**src/rtl/cpu_pkg.sv**
```systemverilog
// Shared CPU datapath widths and the write-back entry type.
package cpu_pkg;

    localparam int DATA_W = 32;
    localparam int ADDR_W = 5;
    localparam int NREG   = 2 ** ADDR_W;

    typedef struct packed {
        logic [ADDR_W-1:0] waddr;
        logic [DATA_W-1:0] wdata;
    } wb_entry_t;

endpackage

```
**src/rtl/wb_fifo.sv**
```systemverilog
// Synchronous FIFO for long-latency write-back results.
// The pointers carry an extra wrap bit so that full and empty can be told apart.
module wb_fifo
    import cpu_pkg::*;
#(
    parameter int  DEPTH = 4,
    parameter type T     = wb_entry_t
) (
    input  logic clk,
    input  logic rst_n,
    input  logic push,
    input  logic pop,
    input  T     din,
    output T     head,
    output logic full,
    output logic empty
);

    localparam int AW = $clog2(DEPTH);

    T             mem [DEPTH];
    logic [AW:0]  wr_ptr;
    logic [AW:0]  rd_ptr;
    logic         push_ok;
    logic         pop_ok;

    assign empty   = (wr_ptr == rd_ptr);
    assign full    = (wr_ptr[AW] != rd_ptr[AW]) && (wr_ptr[AW-1:0] == rd_ptr[AW-1:0]);
    assign push_ok = push && !full;
    assign pop_ok  = pop && !empty;
    assign head    = mem[rd_ptr[AW-1:0]];

    always_ff @(posedge clk or negedge rst_n) begin
        if (!rst_n) begin
            wr_ptr <= '0;
            rd_ptr <= '0;
        end else begin
            if (push_ok) wr_ptr <= wr_ptr + 1'b1;
            if (pop_ok)  rd_ptr <= rd_ptr + 1'b1;
        end
    end

    // Storage needs no reset: the pointers alone define what is valid.
    always_ff @(posedge clk) begin
        if (push_ok) mem[wr_ptr[AW-1:0]] <= din;
    end

endmodule

```
**src/rtl/wb_queue.sv**
```systemverilog
// Register-file write-port arbiter: ALU results pass straight through, long-latency
// results are queued and retired on idle cycles, with a per-register pending scoreboard.
module wb_queue
    import cpu_pkg::*;
#(
    parameter int DEPTH  = 4,
    parameter int DATA_W = cpu_pkg::DATA_W,
    parameter int ADDR_W = cpu_pkg::ADDR_W
) (
    input  logic                   clk,
    input  logic                   rst_n,
    input  logic                   alu_wen,
    input  logic [ADDR_W-1:0]      alu_waddr,
    input  logic [DATA_W-1:0]      alu_wdata,
    input  logic                   issue_valid,
    input  logic [ADDR_W-1:0]      issue_waddr,
    input  logic                   lu_valid,
    output logic                   lu_ready,
    input  logic [ADDR_W-1:0]      lu_waddr,
    input  logic [DATA_W-1:0]      lu_wdata,
    output logic                   wen,
    output logic [ADDR_W-1:0]      waddr,
    output logic [DATA_W-1:0]      wdata,
    output logic [(2**ADDR_W)-1:0] busy,
    output logic                   err
);

    localparam int NR = 2 ** ADDR_W;

    typedef struct packed {
        logic [ADDR_W-1:0] waddr;
        logic [DATA_W-1:0] wdata;
    } entry_t;

    entry_t     fifo_din;
    entry_t     fifo_head;
    logic       fifo_full;
    logic       fifo_empty;
    logic       push;
    logic       pop;
    logic [1:0] cnt     [NR];
    logic [1:0] cnt_nxt [NR];
    logic       err_set;

    assign lu_ready = !fifo_full;
    assign push     = lu_valid && !fifo_full;
    assign pop      = !alu_wen && !fifo_empty;
    assign fifo_din = '{waddr: lu_waddr, wdata: lu_wdata};

    wb_fifo #(
        .DEPTH (DEPTH),
        .T     (entry_t)
    ) u_fifo (
        .clk   (clk),
        .rst_n (rst_n),
        .push  (push),
        .pop   (pop),
        .din   (fifo_din),
        .head  (fifo_head),
        .full  (fifo_full),
        .empty (fifo_empty)
    );

    always_comb begin
        wen   = alu_wen || !fifo_empty;
        waddr = alu_waddr;
        wdata = alu_wdata;
        if (!alu_wen && !fifo_empty) begin
            waddr = fifo_head.waddr;
            wdata = fifo_head.wdata;
        end
    end

    // Retire is applied before issue, so a same-cycle issue and retire to one register cancel.
    always_comb begin
        err_set = alu_wen && busy[alu_waddr];
        for (int r = 0; r < NR; r++) begin
            busy[r]    = (cnt[r] != 2'd0);
            cnt_nxt[r] = cnt[r];
            if (pop && fifo_head.waddr == ADDR_W'(r)) begin
                if (cnt[r] == 2'd0) err_set = 1'b1;
                else                cnt_nxt[r] = cnt[r] - 2'd1;
            end
            if (issue_valid && issue_waddr == ADDR_W'(r)) begin
                if (cnt[r] == 2'd3)          err_set = 1'b1;
                if (cnt_nxt[r] != 2'd3)      cnt_nxt[r] = cnt_nxt[r] + 2'd1;
            end
        end
    end

    always_ff @(posedge clk or negedge rst_n) begin
        if (!rst_n) begin
            for (int r = 0; r < NR; r++) cnt[r] <= 2'd0;
            err <= 1'b0;
        end else begin
            for (int r = 0; r < NR; r++) cnt[r] <= cnt_nxt[r];
            err <= err || err_set;
        end
    end

endmodule
```
**config.mk**
```make
export PLATFORM = sky130hd
export DESIGN_NAME = wb_queue
export DESIGN_NICKNAME = d
export VERILOG_FILES = /design/src/rtl/cpu_pkg.sv /design/src/rtl/wb_fifo.sv /design/src/rtl/wb_queue.sv
export SDC_FILE = /design/constraint.sdc
export NUM_CORES = 1
export LEC_CHECK = 0
export CORE_MARGIN = 4
export CORE_UTILIZATION = 50
export DETAILED_ROUTE_END_ITERATION = 6
export PLACE_DENSITY = 0.77
export SLEW_MARGIN = 20
export SYNTH_ARGS = -nofsm -noshare
export SYNTH_HDL_FRONTEND = slang
export SYNTH_SLANG_ARGS = --single-unit
```
**constraint.sdc**
```tcl
create_clock -name clk -period 2.5 [get_ports clk]
set_clock_uncertainty 0.05 [all_clocks]
set_input_delay 0.5 -clock clk [delete_from_list [all_inputs] [get_ports clk]]
set_output_delay 0.5 -clock clk [all_outputs]
set_load 0.02 [all_outputs]
```
[Word-level counts from Yosys, hierarchy flattened]
Memory sizes are Yosys's and may differ from the RTL's.
Cells that the tools add are included.
Storage, ports and cells
  bits in registers: 71
  memory bits (writable): 148
  input bits: 84
  word-level logic and storage cells: 635
  memories: 1
Cells by class
  add/subtract/negate cells: 66
  order comparisons: 1
  equal/unequal tests: 129
  mux-type cells: 262
  reduce and logical (&&, ||, !) cells: 141
Memory list
  u_fifo.mem: depth 4, bits a word 37, rd ports 1, clocked after memory_dff 0, write ports 1, line wb_fifo.sv:21  | T mem [DEPTH];
Operators with widths (count)
  $mux W2: 128
  $eq A5 B5 Y1 const B: 32
  $mux W1: 131
  $eq A5 B4 Y1 const B: 16
  $logic_and A1 B1 Y1: 70
  $add A2 B1 Y2 const B: 32
  $eq A2 B2 Y1 const B: 32
  $logic_not A2 Y1: 32
  $ne A2 B2 Y1 const B: 32
  $reduce_bool A2 Y1: 32
  $sub A2 B1 Y2 const B: 32
  $eq A5 B3 Y1 const B: 8
  $mux W32: 1
  $eq A5 B2 Y1 const B: 4
  $eq A5 B1 Y1 const B: 2
  $logic_not A5 Y1: 2
  $add A3 B1 Y3 const B: 2
  $lt A5 B6 Y1 const B: 1
  $bmux W1 S5: 1
  $mux W5: 1
  $eq A3 B3 Y1: 1
  $logic_not A1 Y1: 3
  $eq A2 B2 Y1: 1
  $logic_or A1 B1 Y1: 2
  $ne A1 B1 Y1: 1

[Logic depth before layout (Yosys ltp)]
Gate-level depths: netlist of the first run.
  depth in word-level cells: 133
  depth in mapped cells: 10

[Hierarchy]
A second synthesis of the first run with hierarchy kept.
Unflattened totals
  cells, all modules: 1037
  area total of the unflattened synthesis: 11583.6 µm²
By module, submodules not included
  wb_fifo: instances 1, cells an instance 243, area an instance 5836.8 µm², seq. area each 4594.4 µm²
  wb_queue: instances 1, cells an instance 794, area an instance 5746.8 µm², seq. area each 1626.6 µm²

[Worst setup path after synthesis of the first run]
No wires, ideal clock.
  path type: reg-to-reg
  start point: register u_fifo.rd_ptr[0]
  end point: memory u_fifo.mem[3][0] (netlist name) (enable)
  arrival time: 2.434 ns
  path slack: -0.383 ns
  cell stages (with the launch flop): 7
  clock period less this slack: 2.883 ns
  cell sequence: dfrtp_1 -> buf_6 -> buf_8 -> xor2_1 -> nor2_1 -> nand2_1 -> and3_1
On the way
  longest elaborated chain between the ends: 7
RTL lines
  start: declaration: line wb_fifo.sv:23  | logic [AW:0] rd_ptr;
  start signal: assignment: line wb_fifo.sv:39  | if (pop_ok) rd_ptr <= rd_ptr + 1'b1;
  $eq A2 B2 Y1 (*): line wb_fifo.sv:28  | assign full = (wr_ptr[AW] != rd_ptr[AW]) && (wr_ptr[AW-1:0] == rd_ptr[AW-1:0]);
  $logic_and A1 B1 Y1 (*): line wb_fifo.sv:28
  $logic_not A1 Y1 (*)
  via lu_ready: line wb_queue.sv:18  | output logic lu_ready,
  $logic_and A1 B1 Y1: line wb_queue.sv:46  | assign push = lu_valid && !fifo_full;
  $logic_and A1 B1 Y1 (*): line wb_fifo.sv:29  | assign push_ok = push && !full;
  $mux W1 (*): line wb_fifo.sv:45  | if (push_ok) mem[wr_ptr[AW-1:0]] <= din;
  $mux W1 (implied by the code) (*): line wb_fifo.sv:45
  end: declaration: line wb_fifo.sv:21
Mark *: on every way through the listed nets, which the timed path passes. The rest lies on a longest branch.

[Final worst setup path of the first run]
  start point: register u_fifo.rd_ptr[0]
  end point: register err
On the way
  longest elaborated chain between the ends: 132
  elaborated cells between the ends (all ways): 196
  classes of those cells: eq/ne: 32; mux: 127; reduce/logical: 36; memory: 1
RTL lines
  branches (longest 128 deep; another with $mem_v2 Z4 W37)
  $mux W1 (*): line wb_queue.sv:80  | if (pop && fifo_head.waddr == ADDR_W'(r)) begin
  $mux W1: line wb_queue.sv:85  | if (cnt[r] == 2'd3) err_set = 1'b1;
  $mux W1 (*): line wb_queue.sv:84  | if (issue_valid && issue_waddr == ADDR_W'(r)) begin
  $logic_or A1 B1 Y1 (*): line wb_queue.sv:97  | err <= err || err_set;
  end signal: assignment: line wb_queue.sv:97
  end: declaration: line wb_queue.sv:25  | output logic err
Every way passes the cells marked *.
A chain may end at the register's enable or synchronous reset.

==> results of run 1 <==
==> area by class of cell <==
| class | count | share of cell area, % |
|---|---|---|
| clock inverters | 14 | 0.935 |
| multi-input cells | 758 | 33.1 |
| repair buffers | 458 | 25.1 |
| clock buffers | 29 | 3.43 |
| flip-flops and latches | 219 | 34.6 |
| well taps | 280 | 1.94 |
| inverters | 46 | 0.956 |
==> worst paths after layout <==
kind / start / end / slack (ns) / cells past startpoint
setup / recovery: u_fifo.rd_ptr[0] / err / -0.47 / 9
hold / removal: rst_n / cnt[30] / 0.48 / 3
setup reg to reg: u_fifo.rd_ptr[0] / err / -0.47 / 9
hold reg to reg: cnt[8] / cnt[8] / 0.53 / 1
max in group asynchronous: rst_n / cnt[19] / 1.58 / 3
min in group clk: cnt[8] / cnt[8] / 0.53 / 1
==> kinds of logic (layout without fill, tap and decap cells) <==
group	Yosys count	after routing	synth area share [%]
simple gates	468	468	18.4
fa+ha+maj	5	5	0.549
compound gates	219	219	12.3
buf+inv	93	547	3.42
mux	55	55	9.89
flops	219	219	54.6
xor+xnor	11	11	0.845
==> per-layer routing <==
metal / wire length [um] / vias up / GRT usage [%] / part of all wire (%)
met5: 0 / - / 0 / 0
met4: 4030 / 0 / 17.7 / 8.1
met3: 5000 / 288 / 7.04 / 10
met2: 24300 / 945 / 57.1 / 49
met1: 16600 / 5660 / 38.9 / 33
li1: - / 4829 / - / -
==> power by group through the flow <==
stage | registers, uW | clock network [uW] | logic [uW]
final | 5000 | 3700 | 10700
after floorplan | 4850 | 0 | 3550
after CTS | 4870 | 3600 | 8610
after global routing | 5020 | 3840 | 11000
after global placement | 4880 | 0 | 6600
after detailed placement | 4940 | 0 | 6750
==> through the flow <==
step,cell area (um2),TNS (ns),hold slack (ns)
global placement,14900,-25.00,0.481
detailed placement,14900,-29.09,0.497
finish,18100,-25.40,0.483
CTS,16800,-12.40,0.495
floorplan,11400,-0.217,0.154
global route,18100,-30.26,0.528
==> synth_stat cells, types with 3 or more instances <==
master	count	area, um2
a211oi_1	12	90.1
a21boi_0	5	37.5
a21o_1	5	37.5
a21oi_1	89	445
a22oi_1	3	22.5
a311oi_1	8	70.1
a31oi_1	7	43.8
a32oi_1	3	26.3
and2_1	4	25.0
and3_1	8	50.1
and4_1	4	35.0
and4b_1	3	30.0
buf_2	3	15.0
buf_4	3	22.5
clkbuf_1	36	135
dfrtp_1	71	1780
edfxtp_1	148	4440
ha_1	5	62.6
inv_1	46	173
mux2i_1	8	80.1
mux4_2	46	1040
nand2_1	210	788
nand2b_1	5	31.3
nand3_1	24	120
nand4_1	21	131
nand4b_1	3	26.3
nand4bb_1	3	33.8
nor2_1	130	488
nor2b_1	4	25.0
nor3_1	18	90.1
nor4_1	5	31.3
o211ai_1	4	30.0
o21a_1	7	52.6
o21ai_0	43	215
o221a_2	6	67.6
o22ai_1	3	18.8
o31ai_1	4	30.0
or2_2	8	50.1
or3_1	6	37.5
xnor2_1	5	43.8
xor2_1	6	52.6
==> state kept, by name, indices dropped and copies added (netlist names) <==
name and cells:
u_fifo.mem 148, err 1, u_fifo.wr_ptr 3, u_fifo.rd_ptr 3
cnt 64
==> tightest hold or removal path: stages <==
cell and delay (ns):
dlygate4sd3_1 0.52, buf_2 0.12, buf_12 0.35
==> what timing repair did <==
action,in CTS,in global routing
resized for setup,441,255
pin swaps,54,85
endpoints found under the hold margin,71,0
setup buffers,35,40
hold buffers,1,0
endpoints found under the setup margin,101,120
cloned,6,5
==> impl_metrics.ini, run 1 <==
[floorplan]
io_pins = 156
die-area_mm2 = 0.0253
row_count = 54
core-area_mm2 = 0.0221
die_w_um = 159
start_util_pct = 51.6
dieHeight_um = 159

[flow_run]
max-cap-violations = 0

[pwr]
clockPowerShare_pct = 19.1
p_leak_uw = 0.00752
p_sw_uw = 7720
seq_power_share_pct = 25.8
p_per_area_mw_per_mm2 = 1070
comb_power_share_pct = 55.1
p_int_uw = 11700
vdd_drop_max_mv = 0.897
power_uw = 19400
swShare_pct = 39.8

[timing]
tightestPinTransition_ns = 0.772
slew_violations = 0
fin_crit_ns = 2.97
setup_slack_ns = -0.472
rsz0062_at_grt = yes
finalCritPeriodShare_pct = 119
hold_violations = 0
fmax_mhz = 336
slew_headroom_pct = 48.3
setup-violations-final = 99

[cts]
clk_latency_ns = 0.56
cts_tree = done
cts.sinks = 219
root_buffer = clkbuf_16
htreeDepth = 1
cts_buffer_depth = 3
clk_pin_slew_ns = 0.07
numCtsBuffers = 24

[drt]
ant_nets = 0
drcViolationCount = 0
initialDrtViolationCount = 1464
finalWirelength_um = 50000
vias = 11700
via_per_inst = 6.50
wire_per_inst_um = 27.7
first_pass_iters = 5

[place]
post-dp-hpwl_um = 27800
routabilityCongestion = 1.00
pre_cts_ws_ns = -0.744
portBuffers = 155
dp.cells = 1682

[setup_path]
arrival_ns = 3.35
crit_chain = buf_6 -> mux4_2 -> o311ai_4 -> buf_6 -> nor2_1 -> a22oi_2 -> o221ai_1 -> or4b_1 -> or3_1
critPathMaxFanout = 4
crit_path_top_delay_cell = mux4_2
cp-end-kind = register
crit_path_frequent_cell = buf_6
slowest_delay_ns = 0.60
path_buf_inv = 2
path_delay_family = simple AND/OR/NAND/NOR gates
required_ns = 2.88
path_class = reg2reg
cp-start-kind = register

[worst_hold_path]
hold_path_class = in2async

[layout]
final_cell_count_no_fill = 1804
fin_util_pct = 81.7
multi_input_area_mm2 = 0.00597
diodes = 0
drive_above_1_share_pct = 45.0
final_cell_mix = buf_4, edfxtp_1, buf_6, nand2_1, clkdlybuf4s50_1
nFillCells = 1125
nets = 1596
final_common_cell = buf_4
seqCellArea_mm2 = 0.00624
areaGrowthSynthToFinish_pct = 58.4

[synth]
synth.distinct_cells = 69
netlist_instances = 1070
synthesis.area_mm2 = 0.0114
synth-seq-cells = 219
synth_flop_cell = edfxtp_1
avgSynthCellArea_um2 = 10.7
yosysSeqAreaShare_pct = 54.6
synth_warnings = 0
synth_async_sr_flop_share_pct = 32.4
synth-edff-count = 148
synth_nets = 1159

[outcome]
status = finished with violations
violations = negative setup slack

[grt]
grt_use_total_pct = 33.1
antenna_found_initial = 0
grt_max_degree = 72
grt_pass1_vias = 11000
grt_overflow = 0
grt_pass1_wl_um = 65000
Power figures use the tool's default switching activity.
==> run 2, diff against run 1 <==
--- a/config.mk
+++ b/config.mk
@@ -6,9 +6,8 @@
 export NUM_CORES = 1
 export LEC_CHECK = 0
 export CORE_MARGIN = 4
-export CORE_UTILIZATION = 50
+export CORE_UTILIZATION = 40
 export DETAILED_ROUTE_END_ITERATION = 6
-export PLACE_DENSITY = 0.77
 export SLEW_MARGIN = 20
 export SYNTH_ARGS = -nofsm -noshare
 export SYNTH_HDL_FRONTEND = slang
==> impl_metrics.ini, run 2 (synthesized netlist as in run 1, its figures left out) <==
[pwr]
p_per_area_mw_per_mm2 = 1030
p_sw_uw = 6790
vdd_drop_max_mv = 1.01
clockPowerShare_pct = 20.7
swShare_pct = 36.6
p_int_uw = 11800
p_leak_uw = 0.00735
seq_power_share_pct = 26.3
power_uw = 18600
comb_power_share_pct = 53.1

[drt]
initialDrtViolationCount = 761
first_pass_iters = 6
finalWirelength_um = 38900
drcViolationCount = 0
vias = 10400
via_per_inst = 5.53
ant_nets = 0
wire_per_inst_um = 20.7

[grt]
grt_use_total_pct = 23.3
grt_max_degree = 30
grt_pass1_vias = 10100
antenna_found_initial = 2
grt_pass1_wl_um = 56500
grt_overflow = 0

[outcome]
status = finished with violations
violations = negative setup slack

[layout]
nFillCells = 2176
largest_reg_flops = 148
final_cell_count_no_fill = 1885
nets = 1578
seqCellArea_mm2 = 0.00624
diodes = 0
final_cell_mix = buf_4, edfxtp_1, nand2_1, clkdlybuf4s50_1, buf_6
multi_input_area_mm2 = 0.00586
areaGrowthSynthToFinish_pct = 58.0
fin_area_mm2 = 0.0180
drive_above_1_share_pct = 42.7
final_common_cell = buf_4

[timing]
rsz0062_at_grt = yes
slew_violations = 0
tightestPinTransition_ns = 0.951
fmax_mhz = 339
whs_ns = 0.391
setup-violations-final = 94
finalCritPeriodShare_pct = 118
hold_violations = 0
fin_crit_ns = 2.95
setup_slack_ns = -0.448
slew_headroom_pct = 35.8

[place]
portBuffers = 155
dpl-instance-area_mm2 = 0.0150
routabilityCongestion = 1.02
post-dp-hpwl_um = 27000
dp.cells = 1766

[setup_path]
cp-startpoint = u_fifo.rd_ptr[0]
r2r_cells = 10
rrSetupSlack_ns = -0.45
path_class = reg2reg
r2r_start = u_fifo.rd_ptr[0]
critPathMaxFanout = 7
required_ns = 2.87
cp-start-kind = register
r2r-end = err
arrival_ns = 3.32
cp-end-kind = register

[floorplan]
die_w_um = 177
core-area_mm2 = 0.0279
start_util_pct = 40.8
row_count = 61
io_pins = 156
dieHeight_um = 177
die-area_mm2 = 0.0313

[cts]
cts_tree = done
cts.sinks = 219
root_buffer = clkbuf_16
numCtsBuffers = 24
clk_latency_ns = 0.55
clk_pin_slew_ns = 0.07
cts_buffer_depth = 3
htreeDepth = 1

[worst_hold_path]
hold_path_class = in2async

[flow_run]
max-cap-violations = 0
## run 2: cell types whose count changed in the layout (fill, tap and decap cells not counted), moves of 7 or more
cell and delta:
a21oi_2 +9, nor2_1 +9, nand2_1 +25, buf_4 -8, a21oi_1 -7, nand2_2 -11, buf_6 -16, nand2_4 -15
## run 2: area by class of cell
type	count	share of cell area, %
Timing Repair Buffer	440	24.5
Clock inverter	19	1.39
Inverter	46	0.959
Multi-Input combinational cell	758	32.5
Sequential cell	219	34.6
Clock buffer	25	3.36
Tap cell	378	2.63
## run 2: worst max path at each step
stage	cells past startpoint	slack (ns)	endpoint
final	10	-0.45	err
after floorplan	10	-0.18	err
after global placement	8	-0.67	err
after detailed placement	8	-0.70	err
after CTS	9	-0.41	err
after global routing	10	-0.54	err
## run 2: through the flow
stage,utilization [%],setup slack [ns],setup TNS [ns]
2_1_floorplan,-,-0.184,-0.217
3_3_place_gp,53.6,-0.673,-29.83
3_5_place_dp,53.6,-0.698,-31.32
4_1_cts,59.1,-0.407,-15.96
5_1_grt,64.5,-0.538,-31.38
6_report,64.5,-0.448,-22.90
## run 2: timing repair
item,CTS,global route
hold buffers,1,0
setup endpoints to repair,105,114
buffers inserted,35,45
gates cloned,2,4
gates resized for setup,312,344
endpoints found under the hold margin,27,0
pin swaps,40,92
## run 2: power by group through the flow
stage | logic (uW) | clock network (uW) | registers (uW)
2_1_floorplan | 3550 | 0 | 4850
3_3_place_gp | 6610 | 0 | 4920
3_5_place_dp | 6650 | 0 | 4950
4_1_cts | 7710 | 3900 | 4860
5_1_grt | 10400 | 4040 | 4940
6_report | 9850 | 3840 | 4880
## run 2: layer usage
layer	wire length (um)	up-vias	track usage, %	share of wire [%]
li1	-	4790	-	-
met1	14600	5059	29.0	38
met2	19300	459	40.1	50
met3	3280	108	4.83	8.4
met4	1720	4	8.58	4.4
met5	21	-	0	0.054
## run 2: worst max-delay path, stage by stage (launching register included)
cell and delay (ns):
dfrtp_2 0.39, buf_8 0.14, mux4_2 0.60, buf_12 0.17, buf_6 0.11, buf_8 0.12, mux4_2 0.29, nand2_2 0.09
nand2_2 0.07, or4b_1 0.48, or3_1 0.31
